<file path="src/rtl/rate_tick_generator.sv">
// Rate-selectable tick source feeding the counter's enable input.
// Run/pause, single-step and rate_sel are synchronised and edge-detected here.
module rate_tick_generator #(
    parameter int unsigned BASE_COUNT = 50000000,
    parameter int unsigned CNT_W      = 28
) (
    input  logic       clock,
    input  logic       clear_b,
    input  logic       run_toggle,
    input  logic       step,
    input  logic [1:0] rate_sel,
    output logic       tick,
    output logic       running
);

    typedef enum logic [1:0] {
        S_LOAD  = 2'd0,
        S_RUN   = 2'd1,
        S_PAUSE = 2'd2
    } state_t;

    logic             tog_s1_q, tog_s2_q, tog_prev_q;
    logic             step_s1_q, step_s2_q, step_prev_q;
    logic [1:0]       rate_s1_q, rate_s2_q, rate_prev_q;

    state_t           state_q;
    logic [CNT_W-1:0] count_q;
    logic             tick_q;
    logic             resume_q;
    logic             running_q;

    logic             tog_edge;
    logic             step_edge;
    logic             rate_chg;
    logic             load_resume;
    logic [CNT_W-1:0] reload;

    always_ff @(posedge clock or negedge clear_b) begin
        if (!clear_b) begin
            tog_s1_q    <= 1'b0;
            tog_s2_q    <= 1'b0;
            tog_prev_q  <= 1'b0;
            step_s1_q   <= 1'b0;
            step_s2_q   <= 1'b0;
            step_prev_q <= 1'b0;
            rate_s1_q   <= '0;
            rate_s2_q   <= '0;
            rate_prev_q <= '0;
        end else begin
            tog_s1_q    <= run_toggle;
            tog_s2_q    <= tog_s1_q;
            tog_prev_q  <= tog_s2_q;
            step_s1_q   <= step;
            step_s2_q   <= step_s1_q;
            step_prev_q <= step_s2_q;
            rate_s1_q   <= rate_sel;
            rate_s2_q   <= rate_s1_q;
            rate_prev_q <= rate_s2_q;
        end
    end

    assign tog_edge    = tog_s2_q & ~tog_prev_q;
    assign step_edge   = step_s2_q & ~step_prev_q;
    assign rate_chg    = (rate_s2_q != rate_prev_q);
    // A toggle seen while loading flips resume before it picks the next state.
    assign load_resume = resume_q ^ tog_edge;

    always_comb begin
        reload = '0;
        case (rate_s2_q)
            2'b00:   reload = '0;
            2'b01:   reload = CNT_W'(BASE_COUNT - 1);
            2'b10:   reload = CNT_W'(2 * BASE_COUNT - 1);
            default: reload = CNT_W'(4 * BASE_COUNT - 1);
        endcase
    end

    always_ff @(posedge clock or negedge clear_b) begin
        if (!clear_b) begin
            state_q   <= S_LOAD;
            count_q   <= '0;
            tick_q    <= 1'b0;
            resume_q  <= 1'b1;
            running_q <= 1'b1;
        end else begin
            tick_q <= 1'b0;
            case (state_q)
                S_LOAD: begin
                    count_q   <= reload;
                    resume_q  <= load_resume;
                    running_q <= load_resume;
                    state_q   <= load_resume ? S_RUN : S_PAUSE;
                end
                S_RUN: begin
                    if (rate_chg) begin
                        state_q   <= S_LOAD;
                        resume_q  <= ~tog_edge;
                        running_q <= ~tog_edge;
                    end else if (tog_edge) begin
                        state_q   <= S_PAUSE;
                        resume_q  <= 1'b0;
                        running_q <= 1'b0;
                    end else if (count_q == '0) begin
                        tick_q  <= 1'b1;
                        count_q <= reload;
                    end else begin
                        count_q <= count_q - CNT_W'(1);
                    end
                end
                S_PAUSE: begin
                    if (rate_chg) begin
                        state_q   <= S_LOAD;
                        resume_q  <= tog_edge;
                        running_q <= tog_edge;
                    end else if (tog_edge) begin
                        state_q   <= S_RUN;
                        resume_q  <= 1'b1;
                        running_q <= 1'b1;
                    end else if (step_edge) begin
                        tick_q <= 1'b1;
                    end
                end
                default: begin
                    state_q   <= S_LOAD;
                    resume_q  <= 1'b1;
                    running_q <= 1'b1;
                end
            endcase
        end
    end

    assign tick    = tick_q;
    assign running = running_q;

endmodule
</file>
<file path="config.mk">
export PLATFORM = sky130hd
export DESIGN_NAME = rate_tick_generator
export DESIGN_NICKNAME = d
export VERILOG_FILES = /design/src/rtl/rate_tick_generator.sv
export SDC_FILE = /design/constraint.sdc
export NUM_CORES = 1
export LEC_CHECK = 0
export ABC_CLOCK_PERIOD_IN_PS = 3300
export CELL_PAD_IN_SITES_DETAIL_PLACEMENT = 1
export CELL_PAD_IN_SITES_GLOBAL_PLACEMENT = 2
export CORE_ASPECT_RATIO = 0.6
export CORE_UTILIZATION = 37
export CTS_CLUSTER_DIAMETER = 80
export DETAILED_ROUTE_END_ITERATION = 8
export PLACE_DENSITY = 0.87
export REMOVE_ABC_BUFFERS = 1
export SETUP_SLACK_MARGIN = 0.2
export SYNTH_ARGS = -nofsm -noshare
export SYNTH_HDL_FRONTEND = slang
export SYNTH_SLANG_ARGS = --single-unit
</file>
<file path="constraint.sdc">
create_clock -name clock -period 3.3 [get_ports clock]
set_input_delay 0.66 -clock clock [delete_from_list [all_inputs] [get_ports clock]]
set_output_delay 0.66 -clock clock [all_outputs]
set_load 0.01 [all_outputs]
</file>
==> flow_metrics.env <==
export IMPL_pre_cts_slack_ns=0.286
export IMPL_finClkSkew_ns=0.00469
export IMPL_drt_wl_total_um=6840
export IMPL_placed_area_um2=2740
export IMPL_cap_violations=0
export IMPL_die_h_um=66.5
export IMPL_start_kind="register"
export IMPL_setup_tns_final_ns=0
export IMPL_first_pass_iters=4
export IMPL_placedCellCount=352
export IMPL_ant_nets=0
export IMPL_clock_latency_ns=0.29
export IMPL_setup_viol=0
export IMPL_ir_worst_vdd_uv=367
export IMPL_ys_flop_type="dfrtp_1"
export IMPL_netlist_area_um2=2570
export IMPL_max_stage_delay_ns=0.51
export IMPL_antenna_cells=0
export IMPL_vias_per_cell=5.79
export IMPL_finalCritPeriodShare=0.885
export IMPL_worstHoldPathType="reg -> reg"
export IMPL_place_gp_congestion=0.780
export IMPL_rsz0062_at_grt="no"
export IMPL_fp_dieW_um=110
export IMPL_cts_buffers=5
export IMPL_grt_pass1_wl_um=11300
export IMPL_synth_seq_area_share=0.430
export IMPL_antenna_found_initial=0
export IMPL_clkTransAtPathRegs_ns=0.07
export IMPL_final_hold_viol_count=0
export IMPL_relSlewSlack=0.313
export IMPL_ios=8
export IMPL_dpl_hpwl_um=4600
export IMPL_vias=2084
export IMPL_final_area_um2=2920
export IMPL_critical_path_class="reg -> reg"
export IMPL_fmax_ghz=0.342
export IMPL_synth_edf_count=0
export IMPL_crit_buf_inv=3
export IMPL_wl_per_cell_um=19.0
export IMPL_crit_chain="inv_1 -> ha_1 -> or4b_4 -> or3_1 -> buf_4 -> o41ai_4 -> buf_4 -> o21ai_0 -> a22o_1"
export IMPL_syn_area_per_cell_um2=9.61
export IMPL_drc=0
export IMPL_synth_warnings=0
export IMPL_worst_pin_slew_ns=1.03
export IMPL_post_cts_setup_buffer_count=0
export IMPL_clock_path_buffers=2
export IMPL_cp_required_ns=3.48
export IMPL_area_delta_synth_final_pct=13.7
export IMPL_numPortBuffers=7
export IMPL_p_leak_nw=1.15
export IMPL_cp_slowest_cell="or4b_4"
export IMPL_synth_distinct_cells=48
export IMPL_layout_setup_ws_ns=0.380
export IMPL_grt_use_total=0.211
export IMPL_yosys_register_bits=44
export IMPL_drive_above_1_share=0.106
export IMPL_critPathTopFamily="simple AND/OR/NAND/NOR gates"
export IMPL_grt_max_degree=45
export IMPL_cts_root_buf="clkbuf_16"
export IMPL_core_rowCount=23
export IMPL_fin_cells=360
export IMPL_power_density_nw_per_um2=924
export IMPL_status="complete, no violations"
export IMPL_synthCells=267
export IMPL_drtIter0Drc=113
export IMPL_cp_end_kind="register"
export IMPL_clock_sinks=44
export IMPL_layout_nets=287
export IMPL_period_minus_slack_ns=2.92
export IMPL_cts_htree_levels=2
export IMPL_initial_core_util=0.384
export IMPL_cp_common_cell="buf_4"
export IMPL_core_um2=6680
export IMPL_overflow=0
export IMPL_critPathArrivalTime_ns=3.10
export IMPL_finalMaxSlewViolations=0
export IMPL_cts_tree="yes"
export IMPL_synth_async_reset_ratio=1.00
export IMPL_first_global_vias=2035
export IMPL_path_max_fanout=18
export IMPL_dieArea_um2=7280
-- power breakdown --
part	total, mW	leakage (nW)	switching [mW]	internal [mW]
sequential	0.921	0.526	0.191	0.729
combinational	1.19	0.540	0.684	0.505
clock	0.588	0.0840	0.228	0.360
-- worst reg2reg max path: cells and delay by family (launching register included) --
| kind | cells | cell delay (ns) |
|---|---|---|
| flops | 1 | 0.39 |
| buf+inv | 3 | 0.60 |
| compound gates | 3 | 0.71 |
| fa+ha+maj | 1 | 0.20 |
| simple gates | 2 | 0.92 |
-- synth_stat cells, types with 2 or more instances --
| cell | instances | area share |
|---|---|---|
| dfrtp_1 | 43 | 0.42 |
| o21ai_0 | 23 | 0.045 |
| nor2_1 | 21 | 0.031 |
| nor3_1 | 20 | 0.039 |
| mux2i_1 | 16 | 0.062 |
| inv_1 | 13 | 0.019 |
| clkbuf_1 | 11 | 0.016 |
| a21oi_1 | 10 | 0.020 |
| o2bb2ai_1 | 10 | 0.034 |
| ha_1 | 9 | 0.044 |
| nand2_1 | 8 | 0.012 |
| nor4_1 | 8 | 0.020 |
| or3_1 | 6 | 0.015 |
| or4_1 | 6 | 0.018 |
| nand2b_1 | 5 | 0.012 |
| a22o_1 | 4 | 0.014 |
| buf_2 | 4 | 0.0078 |
| nand3_1 | 4 | 0.0078 |
| o22ai_1 | 4 | 0.0097 |
| o2bb2a_1 | 3 | 0.012 |
| or2_2 | 3 | 0.0073 |
| xor2_1 | 3 | 0.010 |
| a2bb2oi_1 | 2 | 0.0068 |
| a31oi_1 | 2 | 0.0049 |
| a32o_1 | 2 | 0.0078 |
| and3_1 | 2 | 0.0049 |
| buf_6 | 2 | 0.0088 |
| mux2_2 | 2 | 0.0088 |
| nand4_1 | 2 | 0.0049 |
-- final timing paths --
check,from,endpoint,slack [ns],cells past startpoint
max,count_q[0],count_q[4],0.38,9
min,rate_s1_q[1],rate_s2_q[1],0.35,0
max reg2reg,count_q[0],count_q[4],0.38,9
min reg2reg,rate_s1_q[1],rate_s2_q[1],0.35,0
max in group asynchronous,clear_b,tog_s1_q,2.12,1
min in group asynchronous,clear_b,state_q[1],0.55,1
-- flip-flops by register name, indices dropped and copies added (netlist names) --
signal       flops
step_prev_q      1
tog_s1_q         1
state_q          2
running          1
step_s2_q        1
rate_s1_q        2
rate_s2_q        2
tog_s2_q         1
tog_prev_q       1
count_q         28
rate_prev_q      2
step_s1_q        1
tick             1
-- cells in the final DEF, fill, tap and decap left out, drive strengths merged, types with 5 or more instances in the layout --
cell,n
mux2i,16
ha,9
o2bb2ai,10
or4,6
buf,9
clkbuf,5
nor2,21
dfrtp,43
inv,13
nand2b,5
nor4,8
a21oi,11
or3,6
nor3,20
clkdlybuf4s50,6
o21ai,23
nand2,8
-- per-stage QoR --
step                power (mW)  hold WS [ns]   util
floorplan                 1.70         0.331      -
global placement          2.06         0.334  0.410
detailed placement        2.09         0.337  0.410
CTS                       2.70         0.353  0.436
global route              2.89         0.356  0.437
finish                    2.70         0.351  0.437
-- layer usage --
layer | track usage | wire, um | part of all wire | vias up
li1 | - | - | - | 1002
met1 | 0.335 | 3760 | 0.55 | 1021
met2 | 0.265 | 2650 | 0.39 | 51
met3 | 0.0519 | 325 | 0.048 | 10
met4 | 0.0717 | 106 | 0.016 | 0
met5 | 0 | 0 | 0 | -
-- what timing repair did --
action	in CTS	in global routing
gates resized for setup	0	2
hold buffers	0	0
endpoints found under the hold margin	0	0
endpoints found under the setup margin	0	10
-- layout make-up --
cell class	instances	area, um2
Sequential cell	44	1100
Inverter	13	48.8
Clock inverter	3	47.5
Tap cell	87	109
Multi-Input combinational cell	193	1350
Clock buffer	5	125
Timing Repair Buffer	15	138
Fill cell	762	3760
-- cells by family after synthesis --
group,after synthesis,synth area share
DFF,44,0.430
and+or+nand+nor,90,0.188
adders and majority gates,9,0.0439
xor gates and xnor gates,3,0.0102
AOI/OAI and AO/OA,72,0.200
buffers and inverters,30,0.0517
muxes,19,0.0770
Note: power is estimated with default switching activity, not from simulation.
